==> src/rtl/sp_types_pkg.sv <==
`default_nettype none
// ============================================================================
// Package  : sp_types_pkg
// Purpose  : Instruction word carried on the datapath -> scratchpad
//            instruction port, and its opcode encoding.
// Contents : spop_t       - 3-bit opcode
//            c_OP_*       - LOAD / STORE / GEMM encodings (all others invalid)
//            instrFIFO_t  - { op[2:0], payload[28:0] } = 32-bit word
// Revision : 1.0 - initial release
// ============================================================================
package sp_types_pkg;

  typedef logic [2:0] spop_t;

  localparam spop_t c_OP_LOAD  = 3'd1;
  localparam spop_t c_OP_STORE = 3'd2;
  localparam spop_t c_OP_GEMM  = 3'd3;

  typedef struct packed {
    spop_t       op;
    logic [28:0] payload;
  } instrFIFO_t;

endpackage
`default_nettype wire

==> src/rtl/sp_dispatch.sv <==
`default_nettype none
// ============================================================================
// Module   : sp_dispatch
// Purpose  : Scratchpad-side receiver for the datapath instruction port.
//            Buffers instrFIFO_t words in a DEPTH-entry FIFO and issues them
//            strictly in order, one at a time, to the load / GEMM / store
//            engines over a req/done handshake, returning one-cycle
//            completion pulses to the datapath.
// Ports    : CLK, nRST (sync, active-low)
//            sp_write/sp_out          - enqueue strobe and instruction word
//            fifo_full, overflow      - FIFO status (overflow is sticky)
//            bad_op                   - pulse: dequeued op not LOAD/STORE/GEMM
//            {ld,gemm,st}_req/_instr  - engine request + held instruction
//            {ld,gemm,st}_done        - engine done strobes
//            load/gemm/store_complete - one-cycle completion pulses
//            busy                     - FIFO non-empty or dispatcher active
// Options  : SP_DISPATCH_STATS_EN adds saturating 16-bit issue counters
//            n_load, n_gemm, n_store.
// Revision : 1.0 - initial release
// ============================================================================
module sp_dispatch
  import sp_types_pkg::*;
#(
  parameter int DEPTH = 4
) (
  input  logic        CLK,
  input  logic        nRST,
  input  logic        sp_write,
  input  instrFIFO_t  sp_out,
  output logic        fifo_full,
  output logic        overflow,
  output logic        bad_op,
  output logic        ld_req,
  output logic        gemm_req,
  output logic        st_req,
  output instrFIFO_t  ld_instr,
  output instrFIFO_t  gemm_instr,
  output instrFIFO_t  st_instr,
  input  logic        ld_done,
  input  logic        gemm_done,
  input  logic        st_done,
  output logic        load_complete,
  output logic        gemm_complete,
  output logic        store_complete,
`ifdef SP_DISPATCH_STATS_EN
  output logic [15:0] n_load,
  output logic [15:0] n_gemm,
  output logic [15:0] n_store,
`endif
  output logic        busy
);

  localparam int              c_AW   = $clog2(DEPTH);
  localparam int              c_CW   = c_AW + 1;
  localparam logic [c_CW-1:0] c_FULL = c_CW'(DEPTH);

  typedef enum logic [1:0] {
    S_IDLE  = 2'd0,
    S_ISSUE = 2'd1,
    S_WAIT  = 2'd2
  } state_t;

  instrFIFO_t      fifo_q [DEPTH];
  logic [c_AW-1:0] wptr_q, rptr_q;
  logic [c_CW-1:0] count_q, count_d;
  logic            w_pop, w_push, w_drop, w_done;

  state_t          state_q;
  instrFIFO_t      issue_q, ld_instr_q, gemm_instr_q, st_instr_q;
  logic            ld_req_q, gemm_req_q, st_req_q;
  logic            ld_cmp_q, gemm_cmp_q, st_cmp_q;
  logic            bad_op_q, overflow_q, full_q, busy_q;

  // A write is accepted when full as long as IDLE pops the head that cycle.
  always_comb begin
    w_pop   = (state_q == S_IDLE) && (count_q != '0);
    w_push  = sp_write && ((count_q != c_FULL) || w_pop);
    w_drop  = sp_write && !w_push;
    // Only the engine that holds a request can finish it.
    w_done  = (ld_req_q && ld_done) || (gemm_req_q && gemm_done) ||
              (st_req_q && st_done);
    count_d = count_q;
    if (w_push && !w_pop) begin
      count_d = count_q + c_CW'(1);
    end else if (w_pop && !w_push) begin
      count_d = count_q - c_CW'(1);
    end
  end

  // Storage needs no reset: emptiness is tracked by count_q alone.
  always_ff @(posedge CLK) begin
    if (nRST && w_push) begin
      fifo_q[wptr_q] <= sp_out;
    end
  end

  always_ff @(posedge CLK) begin
    if (!nRST) begin
      wptr_q     <= '0;
      rptr_q     <= '0;
      count_q    <= '0;
      full_q     <= 1'b0;
      overflow_q <= 1'b0;
    end else begin
      if (w_push) wptr_q <= wptr_q + c_AW'(1);
      if (w_pop)  rptr_q <= rptr_q + c_AW'(1);
      count_q <= count_d;
      full_q  <= (count_d == c_FULL);
      if (w_drop) overflow_q <= 1'b1;
    end
  end

  always_ff @(posedge CLK) begin
    if (!nRST) begin
      state_q      <= S_IDLE;
      issue_q      <= '0;
      ld_instr_q   <= '0;
      gemm_instr_q <= '0;
      st_instr_q   <= '0;
      ld_req_q     <= 1'b0;
      gemm_req_q   <= 1'b0;
      st_req_q     <= 1'b0;
      ld_cmp_q     <= 1'b0;
      gemm_cmp_q   <= 1'b0;
      st_cmp_q     <= 1'b0;
      bad_op_q     <= 1'b0;
      busy_q       <= 1'b0;
    end else begin
      bad_op_q   <= 1'b0;
      ld_cmp_q   <= 1'b0;
      gemm_cmp_q <= 1'b0;
      st_cmp_q   <= 1'b0;
      busy_q     <= (count_d != '0);
      case (state_q)
        S_IDLE: begin
          if (w_pop) begin
            issue_q <= fifo_q[rptr_q];
            state_q <= S_ISSUE;
            busy_q  <= 1'b1;
          end
        end
        S_ISSUE: begin
          state_q <= S_WAIT;
          busy_q  <= 1'b1;
          case (issue_q.op)
            c_OP_LOAD: begin
              ld_req_q   <= 1'b1;
              ld_instr_q <= issue_q;
            end
            c_OP_GEMM: begin
              gemm_req_q   <= 1'b1;
              gemm_instr_q <= issue_q;
            end
            c_OP_STORE: begin
              st_req_q   <= 1'b1;
              st_instr_q <= issue_q;
            end
            default: begin
              bad_op_q <= 1'b1;
              state_q  <= S_IDLE;
              busy_q   <= (count_d != '0);
            end
          endcase
        end
        S_WAIT: begin
          if (w_done) begin
            ld_req_q   <= 1'b0;
            gemm_req_q <= 1'b0;
            st_req_q   <= 1'b0;
            ld_cmp_q   <= ld_req_q;
            gemm_cmp_q <= gemm_req_q;
            st_cmp_q   <= st_req_q;
            state_q    <= S_IDLE;
          end else begin
            busy_q <= 1'b1;
          end
        end
        default: state_q <= S_IDLE;
      endcase
    end
  end

`ifdef SP_DISPATCH_STATS_EN
  logic [15:0] n_load_q, n_gemm_q, n_store_q;

  // Counted at the decode step, i.e. once per request actually raised.
  always_ff @(posedge CLK) begin
    if (!nRST) begin
      n_load_q  <= '0;
      n_gemm_q  <= '0;
      n_store_q <= '0;
    end else if (state_q == S_ISSUE) begin
      if (issue_q.op == c_OP_LOAD && n_load_q != 16'hFFFF)
        n_load_q <= n_load_q + 16'd1;
      if (issue_q.op == c_OP_GEMM && n_gemm_q != 16'hFFFF)
        n_gemm_q <= n_gemm_q + 16'd1;
      if (issue_q.op == c_OP_STORE && n_store_q != 16'hFFFF)
        n_store_q <= n_store_q + 16'd1;
    end
  end

  assign n_load  = n_load_q;
  assign n_gemm  = n_gemm_q;
  assign n_store = n_store_q;
`endif

  assign fifo_full      = full_q;
  assign overflow       = overflow_q;
  assign bad_op         = bad_op_q;
  assign ld_req         = ld_req_q;
  assign gemm_req       = gemm_req_q;
  assign st_req         = st_req_q;
  assign ld_instr       = ld_instr_q;
  assign gemm_instr     = gemm_instr_q;
  assign st_instr       = st_instr_q;
  assign load_complete  = ld_cmp_q;
  assign gemm_complete  = gemm_cmp_q;
  assign store_complete = st_cmp_q;
  assign busy           = busy_q;

endmodule
`default_nettype wire

==> config.mk <==
export PLATFORM = sky130hd
export DESIGN_NAME = sp_dispatch
export DESIGN_NICKNAME = d
export VERILOG_FILES = /design/src/rtl/sp_types_pkg.sv /design/src/rtl/sp_dispatch.sv
export SDC_FILE = /design/constraint.sdc
export NUM_CORES = 1
export LEC_CHECK = 0
export ABC_AREA = 1
export CAP_MARGIN = 25
export CELL_PAD_IN_SITES_DETAIL_PLACEMENT = 0
export CELL_PAD_IN_SITES_GLOBAL_PLACEMENT = 1
export CORE_UTILIZATION = 25
export CTS_BUF_LIST = sky130_fd_sc_hd__clkbuf_8
export DETAILED_ROUTE_END_ITERATION = 6
export GPL_TIMING_DRIVEN = 1
export PLACE_DENSITY_LB_ADDON = 0.2
export SYNTH_ARGS = -nofsm -noshare
export SYNTH_HDL_FRONTEND = slang
export SYNTH_SLANG_ARGS = --single-unit
==> constraint.sdc <==
create_clock -name CLK -period 4.34 [get_ports CLK]
set_clock_uncertainty 0.1 [all_clocks]
set_input_delay 0.868 -clock CLK [delete_from_list [all_inputs] [get_ports CLK]]
set_output_delay 0.868 -clock CLK [all_outputs]
set_load 0.01 [all_outputs]
== Yosys cells after proc, flatten, opt, wreduce, memory -nomap -nowiden ==
Memory sizes are Yosys's and may differ from the RTL's. A register that Yosys moved wholly into a read port is not among the register bits.
Cells that the tools add are included.

* Output and inout port bits: 106
* RAM bits: 128
* Flip-flop bits (word level): 115
* Logic and storage cells: 87
* Input port bits: 38
* Memories kept: 1

* Equal/unequal tests: 12
* Mux-type cells: 20
* Add/sub/neg operators: 4
* Reductions and logical operators: 30

{| class="wikitable"
|+ Memories
! memory !! depth !! bits a word !! read ports !! clocked after Yosys merged registers in !! wr ports !! RTL line !! RTL
|-
| fifo_q || 4 || 32 || 1 || 1 || 1 || sp_dispatch.sv:63 || <nowiki>instrFIFO_t fifo_q [DEPTH];</nowiki>
|}

{| class="wikitable"
|+ Operator list
! cell !! number
|-
| 2-bit AND reduction || 6
|-
| 3-bit AND reduction || 4
|-
| 1-bit 2-to-1 mux || 10
|-
| 2-bit inequality test (second input constant) || 5
|-
| 1-bit logical AND || 9
|-
| 3-bit by 2-bit == test with 1-bit output (second input constant) || 2
|-
| 2-bit 2-to-1 mux || 3
|-
| 3-bit 2-to-1 mux || 2
|-
| 1-bit one-hot mux with 2 select lines || 3
|-
| 2-bit one-hot mux with 3 select lines || 1
|-
| 3-bit nonzero test || 2
|-
| 2-bit by 1-bit adder with 2-bit output (second input constant) || 2
|-
| 3-bit by 1-bit adder with 3-bit output (second input constant) || 1
|-
| 3-bit by 1-bit == test with 1-bit output (second input constant) || 1
|-
| 3-bit == test (second input constant) || 1
|-
| 1-bit logical NOT || 3
|-
| 1-bit logical OR || 3
|-
| 3-bit inequality test (second input constant) || 1
|-
| 1-bit one-hot mux with 3 select lines || 1
|-
| 3-bit OR reduction || 1
|-
| 3-bit by 1-bit subtractor with 3-bit output (second input constant) || 1
|-
| 2-bit by 1-bit == test with 1-bit output (second input constant) || 1
|-
| 2-bit == test (second input constant) || 1
|-
| 2-bit logical NOT || 1
|-
| 2-bit nonzero test || 1
|}

== Logic depth before layout (Yosys ltp) ==
Gate-level depths: netlist of the first run.

* Depth after elaboration: 11
* Depth in mapped cells: 12
* Mapped depth without buffers: 12

== Worst setup path before layout of the first run ==
No wires, ideal clock.

* Kind: input port to flip-flop
* Start: input nRST
* End: memory fifo_q[0][0] in the netlist's numbering, enable pin
* Setup slack: 1032 ps
* Cell stages on the path: 4
* Data arrival time: 2787 ps
* Required time: 3819 ps
* Cell sequence: buf_2 -> inv_2 -> or2_2 -> nor2_1

* Word-level cells in the longest chain between the ends: 3

{| class="wikitable"
|+ RTL lines
! what !! RTL line !! RTL
|-
| start, declared || sp_dispatch.sv:27 || <nowiki>input logic nRST,</nowiki>
|-
| 1-bit logical AND || sp_dispatch.sv:92 || <nowiki>if (nRST && w_push) begin</nowiki>
|-
| 1-bit 2-to-1 mux || sp_dispatch.sv:92 ||
|-
| 1-bit 2-to-1 mux (implied by the code) || sp_dispatch.sv:93 || <nowiki>fifo_q[wptr_q] <= sp_out;</nowiki>
|-
| end, declared || sp_dispatch.sv:63 ||
|}

Every way passes these cells.

== Final worst setup path of the first run ==
* Start: input sp_write
* End: memory fifo_q[0][11] in the netlist's numbering, enable pin

* Word-level cells in the longest chain between the ends: 4

{| class="wikitable"
|+ RTL lines
! what !! RTL line !! RTL
|-
| start, declared || sp_dispatch.sv:28 || <nowiki>input logic sp_write,</nowiki>
|-
| 1-bit logical AND || sp_dispatch.sv:77 || <nowiki>w_push = sp_write && ((count_q != c_FULL) || w_pop);</nowiki>
|-
| 1-bit logical AND || sp_dispatch.sv:92 ||
|-
| 1-bit 2-to-1 mux || sp_dispatch.sv:92 ||
|-
| 1-bit 2-to-1 mux (implied by the code) || sp_dispatch.sv:93 ||
|}

Every way passes these cells.

==> run metrics, run 1 <==
Critical R2R Capture fifo_q[0][11]; setup slack, reg-to-reg 1.73 ns; Pleak 4.805 nW; register share of total power 42.4%; layout cells sized above 1 8.857%; clk slew on worst S/H paths 0.06 ns; Slew headroom 48.91%; Seq/Total Area, Yosys between 60% and 70%; max_cap viols 0; Final Cycle Share between 60% and 70%; YS warnings 0; Initial Util approximately a quarter; Clock power frac 31.9%; DRT Wirelength 26.54 mm; router iterations before antenna repair 4; gr usage total between 10 and 15%; # IOs ~140; DRC Markers 0; vias per cell 4.253; cell area after synthesis roughly 10000 um2; Synth Instances 940; setup bufs post-CTS 0; H-tree levels 2; post-cts sizing count 0; DR vias between 7000 and 8000; Max Clk Rate 0.3750 GHz; DRT iter0 DRCs 357; Tightest Pin Transition 0.7654 ns; area grow syn2layout 28.94%; Combinational Power Share 25.7%; Required @ worst endpoint 4.52 ns; CP Max Fanout 17; CTS tree done; final critical-path required period 2.667 ns; Unique masters post-synth 30; Post-synth ARST share 0%; reg2reg start count_q[0]; busiest layer in global routing met1; pin count of the biggest net entering global routing 66; routability cong. between 0.6 and 0.7; core area 39010 um2; number of global-route vias before repair 6735; RSZ-0062 raised after global routing no; hold buffer count at CTS 0; Ant. Diodes 0; Switching Fraction 33.54%; Max Root-Sink Buffers 3; CP arrival 2.85 ns; cts bufs inserted 49; CTS Sinks 275; Std-Cell Rows 72; syn_nets ~990; port buffer count 143; WL/cell 16.11 um; die height roughly 200 um; final core utilization 33.01%; sequential cell area around 6800 um2; power per cell area 571.3 nW/um2; Multi-input gate area 2603 um2; post-DP HPWL 16.51 mm; Worst Hold End gemm_instr[31]; HP Start gemm_instr[31]; Seq cells post-synth 275; status finished, final reports clean; Skew-Pair Late Insertion Delay 0.58 ns; Internal 4.889 mW; met1 usage around 19%; Final Max Slew Viols 0; global routing usage on met2 18.13%; initial antenna violation count 1; antenna-violating nets left 0; HP Class flop to flop; Finished Layout Cells 1647; Crit Path Category input pin to flop; main flop type after synthesis dfxtp_1; Setup Viol. Count Final 0; hold path depth 2; Final Hold Fails 0; Post-synth EDFFs around 130; NetSw around 2.5 mW; worst vdd ir 283.7 uV; DP Worst Slack 0.9936 ns; Setup Total Neg Slack 0 ns; Critical Path End Type flop; Final Net Count 1135; first-pass GRT wire length 40.70 mm; routing usage on met3 2.999%; final setup margin 1.673 ns; die area 40750 um2; die width 201.9 um; dpl cells 1557; Root Buffer clkbuf_8; Post-Syn Area per Cell 10.62 um2; aggregate global routing overflow 0; Reg2Reg Depth 7; startpoint types input pin; fill cell count 3999
worst max-delay path, stage by stage:
cell and delay (ns):
clkdlybuf4s50_1 0.54, o21ai_0 0.21, or2_2 0.43, nor2_4 0.48, buf_4 0.30
logic make-up (layout without fill, tap and decap cells):
logic type,Yosys count,in the layout,share of synthesized area (%)
and+or+nand+nor,198,198,8.332
xor gates and xnor gates,3,3,0.2632
adders and majority gates,7,7,0.8770
DFF,275,275,67.96
buffers and inverters,140,329,6.277
AOI/OAI and AO/OA,317,317,16.29
area by class of cell:
cell class,instances,area share (%)
clock inverter,36,1.720
clock buffer,54,5.772
inverter,84,2.517
tap,518,5.034
timing repair buffer,155,12.03
sequential,275,52.72
multi-input combinational,525,20.21
layout by cell type (no fill, tap or decap), types with 2 or more instances in the layout:
master	count
a21oi_1	98
buf_4	10
bufinv_16	2
clkbuf_8	54
clkdlybuf4s50_1	142
clkinv_1	6
clkinv_2	7
dfxtp_1	146
edfxtp_1	128
ha_1	7
inv_1	96
inv_2	3
inv_4	2
nand2_1	24
nand2_2	3
nand3_1	5
nand4_1	2
nand4_4	2
nor2_1	150
nor2_4	5
nor3_1	2
o21ai_0	106
o21ai_1	81
o22ai_1	32
xor2_1	3
power by group through the flow:
| stage | Clock (mW) | Sequential, mW | Combinational (mW) |
|---|---|---|---|
| after global routing | 2.56 | 3.15 | 2.15 |
| after CTS | 2.46 | 3.12 | 1.93 |
| after detailed placement | 0 | 3.18 | 1.93 |
| final | 2.35 | 3.12 | 1.89 |
| after global placement | 0 | 3.17 | 1.88 |
| after floorplan | 0 | 3.20 | 1.20 |
synthesized netlist by cell type, types with 8 or more instances:
cell	number	area, um2
nor2_1	154	578.1
edfxtp_1	128	3844
a21oi_1	98	490.5
o21ai_0	106	530.5
o21ai_1	81	405.4
o22ai_1	32	200.2
clkbuf_1	27	101.4
inv_1	76	285.3
buf_2	14	70.07
nand2_1	24	90.09
buf_6	8	90.09
dfxtp_1	147	2943
routing by layer:
layer / routed length [um] / up-vias
met1: 13580 / 3237
met2: 10810 / 169
met3: 1549 / 49
met4: 596 / 0
li1: - / 3549
met5: 0 / -
sequential cells by signal, indices dropped and copies added, names as in the netlist, 2 cells and up:
register,cells
wptr_q,2
fifo_q,128
st_instr,32
gemm_instr,32
state_q,2
issue_q,32
rptr_q,2
count_q,3
ld_instr,32
per-stage QoR:
stage	hold slack [ns]	cell area [um2]	power [mW]
after global routing	0.3489	12880	7.868
after floorplan	0.3596	9986	4.397
after CTS	0.3341	12880	7.515
final	0.3295	12880	7.357
after global placement	0.3193	11860	5.055
after detailed placement	0.3265	11910	5.103
worst max path at each step:
stage	start	slack (ns)	to	cells past startpoint
3_3_place_gp	sp_write	1.08	fifo_q[0][10]	5
6_report	sp_write	1.67	fifo_q[0][11]	5
5_1_grt	count_q[0]	1.49	fifo_q[0][10]	7
2_1_floorplan	nRST	1.03	fifo_q[0][0]	4
4_1_cts	sp_write	1.63	fifo_q[0][31]	5
3_5_place_dp	sp_write	0.99	fifo_q[0][10]	5
(Power assumes the default switching activity.)
==> inputs of run 2 (changes only) <==
==> constraint.sdc (replaced) <==
create_clock -name CLK -period 2.7 [get_ports CLK]
set_clock_uncertainty 0.1 [all_clocks]
set_input_delay 0.54 -clock CLK [delete_from_list [all_inputs] [get_ports CLK]]
set_output_delay 0.54 -clock CLK [all_outputs]
set_load 0.01 [all_outputs]
==> run metrics, run 2 (synthesized netlist as in run 1, its figures left out) <==
CTS Sinks 275; top layer in use met4; slowest stage delay, CP 0.59 ns; wl on met1 approximately 14 mm; Biggest register fifo_q; die width 201.9 um; antenna-violating nets left 0; clk slew on worst S/H paths 0.06 ns; startpoint types flop; status finished, final reports clean; core area 39010 um2; DR vias 6991; routability cong. 0.7110; hold buffer count at CTS 0; Placement Cell Area about 12000 um2; Setup Viol. Count Final 0; Pleak 4.850 nW; Final Max Slew Viols 0; RSZ-0062 raised after global routing no; gr usage total 13.03%; CP max stage cell clkdlybuf4s50_1; max FFs per register approximately 130; layout cells sized above 1 10.22%; Tightest Pin Transition 0.7100 ns; Slew headroom roughly 53%; worst vdd ir 343.9 uV; initial antenna violation count 0; router iterations before antenna repair 4; Initial Util between 20% and 30%; setup bufs post-CTS 0; Finished Layout Cells 1653; Critical Path End Type primary output; Critical Path, Cell by Cell clkdlybuf4s50_1; final critical-path required period 2.164 ns; Top delay family on crit path buffers and inverters; die height 201.9 um; CTS tree done; DRC Markers 0; WL/cell 15.95 um; DRT iter0 DRCs 304; Skew-Pair Late Insertion Delay a little over 0.6 ns; most frequent cells in the layout 150 x nor2_1, 146 x dfxtp_1, 142 x clkdlybuf4s50_1, 128 x edfxtp_1, 106 x o21ai_0; first-pass GRT wire length between 40 and 50 mm; Detail Route met3 WL 1.297 mm; H-tree levels 2; Final Cycle Share 80.14%; vias per cell 4.229; dpl cells roughly 1600; Max Root-Sink Buffers 3; die area 40750 um2; HP Class flop to flop; CP arrival 1.52 ns; Final Hold Fails 0; Root Buffer clkbuf_8; post-route design area around 13000 um2; DRT Wirelength 26.36 mm; port buffer count 143; Ant. Diodes 0; Required @ worst endpoint 2.06 ns; post-DP HPWL about 17 mm; Std-Cell Rows 72; Final Net Count 1142; power per cell area 925.4 nW/um2; pin count of the biggest net entering global routing 99; number of global-route vias before repair 6727; aggregate global routing overflow 0; max_cap viols 0; area grow syn2layout 31.21%; Crit Path Category flop to primary output; # IOs 144; cts bufs inserted between 40 and 50; Max Clk Rate between 0.4 and 0.5 GHz; critical path buffer and inverter count 1; most common cell after layout, fill and taps aside nor2_1; routed wire length on met2 between 10 and 15 mm; CP Max Fanout 2; post-cts sizing count 0; Setup Total Neg Slack 0 ns
-- run 2: worst register-to-register path: cells and delay by family (launching register included) --
| kind | cells | cell delay, ns |
|---|---|---|
| compound gates | 1 | 0.15 |
| fa+ha+maj | 1 | 0.22 |
| simple gates | 3 | 0.77 |
| buf+inv | 2 | 0.28 |
| flops | 1 | 0.35 |
-- run 2: final timing paths --
path,endpoint,slack (ns),startpoint,depth (start not counted)
setup / recovery,ld_instr[20],0.54,ld_instr[20],1
hold / removal,st_instr[31],0.33,st_instr[31],2
setup reg to reg,fifo_q[3][23],0.54,count_q[0],7
hold reg to reg,st_instr[31],0.33,st_instr[31],2
-- run 2: per-stage QoR --
step	hold WS [ns]	setup WS [ns]	util, %	power (mW)
after floorplan	0.3596	-0.4052	-	7.067
after global placement	0.3212	0.1872	30.94	8.219
after detailed placement	0.3250	0.1864	30.94	8.238
after CTS	0.3334	0.4578	33.59	12.36
after global routing	0.3553	0.4097	33.59	12.96
final	0.3306	0.5363	33.59	12.13
-- run 2: layout make-up --
cell class              count  area, um2
multi-input cells         525       2603
fillers                  3971      25900
well taps                 518      648.1
repair buffers            162       1707
inverters                  84      324.1
clock inverters            30      221.5
flip-flops and latches    275       6788
clock buffers              59      812.0
-- run 2: layer usage --
metal	up-vias	track usage, %
met2	146	18.10
met4	0	5.249
li1	3571	-
met3	48	3.112
met5	-	0
met1	3226	19.17
-- run 2: power by group --
group / internal, mW / leakage, nW / switching, mW
combinational: 1.03 / 1.94 / 2.03
clock: 2.28 / 0.554 / 1.76
sequential: 4.81 / 2.36 / 0.205
